### src/rtl/irrigation_zone_scheduler_if.sv
// Pump/valve scheduler bundle: zone requests and sensors in,
// valve/pump drives and status out.
interface irrigation_zone_scheduler_if #(
    parameter int NZ = 4,
    parameter int ZW = 2
);
    logic          tick;
    logic          enable;
    logic [NZ-1:0] req;
    logic          tank_low;
    logic [NZ-1:0] valve;
    logic          pump;
    logic          busy;
    logic [ZW-1:0] zone_id;
    logic          fault;

    modport master (
        output tick, enable, req, tank_low,
        input  valve, pump, busy, zone_id, fault
    );

    modport slave (
        input  tick, enable, req, tank_low,
        output valve, pump, busy, zone_id, fault
    );
endinterface

### src/rtl/irrigation_zone_scheduler.sv
// Round-robin single-pump irrigation scheduler with prime,
// bounded watering, dead time and low-tank shutdown.
module irrigation_zone_scheduler #(
    parameter int NZ     = 4,
    parameter int MAX_ON = 60,
    parameter int GAP    = 3,
    parameter int ZW     = 2
) (
    input logic clk,
    input logic reset,
    irrigation_zone_scheduler_if.slave bus
);
    localparam int CMAX = (MAX_ON > GAP) ? MAX_ON : GAP;
    localparam int CW   = (CMAX > 2) ? $clog2(CMAX) : 1;

    typedef enum logic [2:0] {
        S_IDLE,
        S_PRIME,
        S_WATER,
        S_GAP,
        S_FAULT
    } state_t;

    state_t        r_state;
    logic [NZ-1:0] r_valve;
    logic          r_pump;
    logic          r_busy;
    logic [ZW-1:0] r_zone;
    logic          r_fault;
    logic [CW-1:0] r_cnt;
    logic [ZW-1:0] r_ptr;

    logic [NZ-1:0] w_rot;
    logic          w_found;
    int            w_off;
    logic [ZW-1:0] w_next;
    logic          w_zone_req;
    logic          w_timeout;
    logic          w_stop;

    function automatic logic [NZ-1:0] onehot(input logic [ZW-1:0] z);
        return NZ'(1) << z;
    endfunction

    // Rotate so bit 0 is the zone just after the last grant.
    assign w_rot = NZ'({bus.req, bus.req} >> (int'(r_ptr) + 1));

    always_comb begin
        w_found = 1'b0;
        w_off   = 0;
        for (int k = NZ - 1; k >= 0; k--) begin
            if (w_rot[k]) begin
                w_found = 1'b1;
                w_off   = k;
            end
        end
        w_next = ZW'((int'(r_ptr) + 1 + w_off) % NZ);
    end

    assign w_zone_req = |(bus.req & onehot(r_zone));
    assign w_timeout  = bus.tick && (r_cnt == CW'(MAX_ON - 1));
    assign w_stop     = !bus.enable ||
                        ((r_state == S_WATER) &&
                         (w_timeout || !w_zone_req));

    always_ff @(posedge clk or posedge reset) begin
        if (reset) begin
            r_state <= S_IDLE;
            r_valve <= '0;
            r_pump  <= 1'b0;
            r_busy  <= 1'b0;
            r_zone  <= '0;
            r_fault <= 1'b0;
            r_cnt   <= '0;
            r_ptr   <= ZW'(NZ - 1);
        end else if (bus.tank_low) begin
            r_state <= S_FAULT;
            r_valve <= '0;
            r_pump  <= 1'b0;
            r_busy  <= 1'b0;
            r_fault <= 1'b1;
        end else begin
            unique case (r_state)
                S_IDLE: begin
                    if (bus.enable && w_found) begin
                        r_state <= S_PRIME;
                        r_ptr   <= w_next;
                        r_zone  <= w_next;
                        r_valve <= onehot(w_next);
                        r_busy  <= 1'b1;
                    end
                end
                S_PRIME, S_WATER: begin
                    if (w_stop) begin
                        r_state <= S_GAP;
                        r_cnt   <= '0;
                        r_valve <= '0;
                        r_pump  <= 1'b0;
                        r_busy  <= 1'b0;
                    end else if (bus.tick) begin
                        if (r_state == S_PRIME) begin
                            r_state <= S_WATER;
                            r_cnt   <= '0;
                            r_pump  <= 1'b1;
                        end else begin
                            r_cnt <= r_cnt + CW'(1);
                        end
                    end
                end
                S_GAP: begin
                    if (bus.tick) begin
                        if (r_cnt == CW'(GAP - 1)) begin
                            r_state <= S_IDLE;
                        end else begin
                            r_cnt <= r_cnt + CW'(1);
                        end
                    end
                end
                S_FAULT: begin
                    r_state <= S_GAP;
                    r_cnt   <= '0;
                    r_fault <= 1'b0;
                end
                default: r_state <= S_IDLE;
            endcase
        end
    end

    assign bus.valve   = r_valve;
    assign bus.pump    = r_pump;
    assign bus.busy    = r_busy;
    assign bus.zone_id = r_zone;
    assign bus.fault   = r_fault;
endmodule

### src/flat_wrapper.sv
// flat-port wrapper written by rule: the top's interface ports become plain ports
module irrigation_zone_scheduler_flat 
#(
    parameter int NZ     = 4,
    parameter int MAX_ON = 60,
    parameter int GAP    = 3,
    parameter int ZW     = 2
)
  (clk, reset, bus_tick, bus_enable, bus_req, bus_tank_low, bus_valve, bus_pump, bus_busy, bus_zone_id, bus_fault);
  irrigation_zone_scheduler_if #(.NZ(NZ), .ZW(ZW)) bus_i ();
  input logic clk;
  input logic reset;
  input wire logic [$bits(bus_i.tick)-1:0] bus_tick;
  input wire logic [$bits(bus_i.enable)-1:0] bus_enable;
  input wire logic [$bits(bus_i.req)-1:0] bus_req;
  input wire logic [$bits(bus_i.tank_low)-1:0] bus_tank_low;
  output wire logic [$bits(bus_i.valve)-1:0] bus_valve;
  output wire logic [$bits(bus_i.pump)-1:0] bus_pump;
  output wire logic [$bits(bus_i.busy)-1:0] bus_busy;
  output wire logic [$bits(bus_i.zone_id)-1:0] bus_zone_id;
  output wire logic [$bits(bus_i.fault)-1:0] bus_fault;
  assign bus_i.tick = bus_tick;
  assign bus_i.enable = bus_enable;
  assign bus_i.req = bus_req;
  assign bus_i.tank_low = bus_tank_low;
  assign bus_valve = bus_i.valve;
  assign bus_pump = bus_i.pump;
  assign bus_busy = bus_i.busy;
  assign bus_zone_id = bus_i.zone_id;
  assign bus_fault = bus_i.fault;
  irrigation_zone_scheduler #(.NZ(NZ), .MAX_ON(MAX_ON), .GAP(GAP), .ZW(ZW)) u_core (.clk(clk), .reset(reset), .bus(bus_i));
endmodule
### config.mk
export PLATFORM = sky130hd
export DESIGN_NAME = irrigation_zone_scheduler_flat
export DESIGN_NICKNAME = d
export VERILOG_FILES = /design/src/rtl/irrigation_zone_scheduler_if.sv /design/src/rtl/irrigation_zone_scheduler.sv /design/src/flat_wrapper.sv
export SDC_FILE = /design/constraint.sdc
export NUM_CORES = 1
export LEC_CHECK = 0
export BUFFER_PORTS_ARGS = -buffer_cell sky130_fd_sc_hd__buf_4
export CAP_MARGIN = 20
export CORE_ASPECT_RATIO = 1.2
export CORE_MARGIN = 1
export CORE_UTILIZATION = 35
export DETAILED_ROUTE_END_ITERATION = 7
export HOLD_SLACK_MARGIN = 0.15
export SKIP_LAST_GASP = 1
export SLEW_MARGIN = 40
export SYNTH_ARGS = -nofsm -noshare
export SYNTH_HDL_FRONTEND = slang
export SYNTH_SLANG_ARGS = --single-unit
### constraint.sdc
create_clock -name clk -period 2.1 [get_ports clk]
set_clock_uncertainty 0.05 [all_clocks]
set_input_delay 0.21 -clock clk [delete_from_list [all_inputs] [get_ports clk]]
set_output_delay 0.21 -clock clk [all_outputs]
set_load 0.01 [all_outputs]
==> summary.txt <==
Clock network
  • TritonCTS buffer count: 3
  • Clock transition at path regs: roughly 0.080 ns
  • Clk root buf: clkbuf_8
  • H-Tree Depth: 1
  • Insertion delay to the later sink of the worst-skew pair: between 0.2 and 0.3 ns
  • CTS Sinks: 20
  • TritonCTS clock tree: yes
  • Clock buffer depth: 2

Setup path
  • Worst r2r src: u_core.r_ptr[1]
  • Worst reg2reg path endpoint: u_core.bus.zone_id[1]
  • Critical Path Max Stage Delay: just over 0.6 ns
  • CP Data Required Time: 2.20 ns
  • Crit path launch type: register
  • Worst EP arrival: around 2.2 ns
  • Worst path slowest cell: dfstp_2
  • Crit-path cells: o21ai_0 > a21oi_1 > o32a_1 > ha_1 > xor2_2 > xnor2_2 > mux2_2
  • FF-to-FF setup slack: roughly 0.047 ns
  • Worst R2R Path Depth: 7
  • Crit Path Class: register to register
  • Worst-path fanout max: 9
  • Nature of the critical path endpoint: register

Cells and area
  • P&R area growth vs syn: 20.8%
  • Share of cells above drive strength 1: 26.2%
  • Nets: 181
  • Cell Count, Final, Fillers Out: 220
  • N_diodes: 0

Yosys
  • Netlist Area Pre-Place: approximately 1400 um2
  • Dominant cells by area after synthesis: dfrtp_1 33%, dfstp_2 3.8%, nand2_1 3.6%
  • YS warnings: 0
  • Flops & latches, synth: 20
  • Post-synthesis area per instance: between 9 and 10 um2
  • Top_reg_cell synth: dfrtp_1
  • Post-synth top area share: 32.9%
  • Commonest cells in the netlist: 18 x dfrtp_1, 13 x nand2_1, 11 x inv_1, 11 x nor2_1
  • Post-Syn Instances: 150
  • Syn Nets: ~160
  • Async set-reset flop share out of synthesis: 100%
  • Count of cell types in the netlist: 57
  • Synth area leader: dfrtp_1
  • Top-count cell post-synth: dfrtp_1
  • Post-synth EDFFs: 0
  • Sequential fraction of the synthesis area: between 30 and 40%

Placement
  • Number of port buffers: 17
  • Placed cell count: roughly 210
  • Pre-CTS setup slack: roughly 0.040 ns
  • Dpl hpwl: 2.33 mm
  • Gpl congestion: 0.846

Floorplanning
  • Die width: roughly 60 um
  • Die Ht: approximately 70 um
  • Core Area: about 3700 um2
  • IO Pins: 18
  • Die area: between 4000 and 5000 um2
  • Starting density of the core: between 30% and 40%
  • FP Rows: 24

Route
  • # DRC: 0
  • Routed Antenna Nets: 0
  • Initial DRC Count: about 120
  • Routed wire per std cell: 14.5 um
  • Vias/cell: between 5 and 6
  • Initial DRT Pass Iterations: 4
  • Via count: 1203
  • Drt total wl: between 3 and 4 mm

Min path
  • Hold Path Stages: 3
  • WHS Endpoint: u_core.r_state[0]
  • Worst min-delay path category: primary input to register
  • Hold_sp: bus_tick

GRT
  • GR Util All Layers: approximately 16%
  • Overflow after GRT: 0
  • Vias in the first global route: 1117
  • First-pass GRT wire length: 5.26 mm
  • Largest net degree at the start of global routing: 21
  • Antenna violations before repair: 0

STA
  • Final setup viols: 0
  • Post-layout min period: approximately 2.1 ns
  • Upper clock frequency limit: 0.487 GHz
  • Max-slew headroom: between 60% and 70%
  • Crit share post-route: about 98%
  • Slew Limit Fails: 0
  • Final hold viol count: 0
  • Least-Margin Pin Slew: 0.449 ns
  • Hold WS: between 0.2 and 0.25 ns
  • Worst Setup Slack, final: 0.0470 ns

Pwr
  • Max VDD drop: 0.509 mV
  • P_leak: between 0.0007 and 0.0008 uW
  • PD cells: around 1100 nW/um2

Run status
  • Status: finished, final reports clean

Run
  • Max_cap viols: 0
==> worst max-delay path, delay by kind of cell (launching register included) <==
family / cells / cell delay [ns]
muxes: 1 / 0.29
DFF: 1 / 0.61
xor gates and xnor gates: 2 / 0.37
adders and majority gates: 1 / 0.19
AOI/OAI and AO/OA: 3 / 0.44
==> flip-flops by register name, indices dropped and copies added (netlist names) <==
signal	flops
u_core.bus.zone_id	2
u_core.r_cnt	6
u_core.bus.pump	1
u_core.bus.busy	1
u_core.bus.valve	4
u_core.r_ptr	2
u_core.bus.fault	1
u_core.r_state	3
==> cells by family (layout without fill, tap and decap cells) <==
group / Yosys count / after routing / synth area share (%)
buffers and inverters: 19 / 37 / 6.21
DFF: 20 / 20 / 36.7
AOI/OAI and AO/OA: 42 / 42 / 23.6
adders and majority gates: 3 / 3 / 2.74
muxes: 4 / 4 / 4.11
and+or+nand+nor: 59 / 59 / 24.8
xor gates and xnor gates: 3 / 3 / 1.92
==> cell type report <==
| cell class | instances | area, um2 |
|---|---|---|
| clock buffer | 3 | 41.3 |
| clock inverter | 1 | 30.0 |
| fill | 368 | 2040 |
| inverter | 11 | 41.3 |
| multi-input combinational | 111 | 805 |
| sequential | 20 | 503 |
| tap | 52 | 65.1 |
| timing repair buffer | 22 | 170 |
==> power breakdown <==
part / internal [uW] / leakage, uW / switching, uW
clock network: 254 / 0.0000357 / 133
registers: 494 / 0.000257 / 132
logic: 374 / 0.000447 / 430
==> cell usage in the layout (no fill, tap or decap), types with 2 or more instances in the layout <==
cell	Yosys	final
mux2_2	3	3
clkbuf_8	0	3
a21o_1	4	4
nand2b_1	5	5
buf_4	1	20
a221o_1	2	2
nor2b_1	4	4
nand2_1	13	13
dfstp_2	2	2
inv_1	11	10
o21ai_0	7	6
o2bb2ai_1	2	2
a22o_1	2	2
or2_2	2	2
o21ai_1	1	2
nand3_1	5	5
dlygate4sd3_1	0	2
ha_1	3	3
a21oi_1	7	7
nor3_1	4	4
nor2_1	11	11
dfrtp_1	18	18
==> worst max path at each step <==
| stage | startpoint | to | slack [ns] | cells past startpoint |
|---|---|---|---|---|
| 2_1_floorplan | u_core.r_ptr[1] | u_core.bus.zone_id[1] | 0.1 | 7 |
| 3_3_place_gp | u_core.r_ptr[1] | u_core.bus.valve[1] | 0.11 | 7 |
| 3_5_place_dp | bus_req[1] | u_core.bus.valve[1] | 0.04 | 9 |
| 4_1_cts | u_core.r_ptr[1] | u_core.bus.valve[1] | 0.02 | 7 |
| 5_1_grt | u_core.r_ptr[1] | u_core.bus.zone_id[1] | -0.05 | 7 |
| 6_report | u_core.r_ptr[1] | u_core.bus.zone_id[1] | 0.05 | 7 |
==> what timing repair did <==
item                                    4_1_cts  5_1_grt
hold buffers                                  2        0
endpoints found under the setup margin        0        6
resized for setup                             0        4
buffers inserted                              0        0
endpoints found under the hold margin        19        0
==> per-stage QoR <==
step	util (%)	power, uW	instance area [um2]	setup TNS, ns
after floorplan	-	1140	1370	0
after global placement	41.7	1320	1540	0
after detailed placement	41.7	1350	1540	0
after CTS	44.2	1750	1630	0
after global routing	44.8	1930	1660	-0.0799
final	44.8	1820	1660	0
==> routing by layer <==
| metal | track usage, % | vias up | wire length (um) |
|---|---|---|---|
| met4 | 5.56 | 0 | 25 |
| met3 | 2.56 | 4 | 160 |
| met1 | 21.5 | 582 | 1370 |
| met2 | 27.1 | 42 | 1630 |
| met5 | 0 | - | 0 |
| li1 | - | 575 | - |
Power figures use the tool's default switching activity.
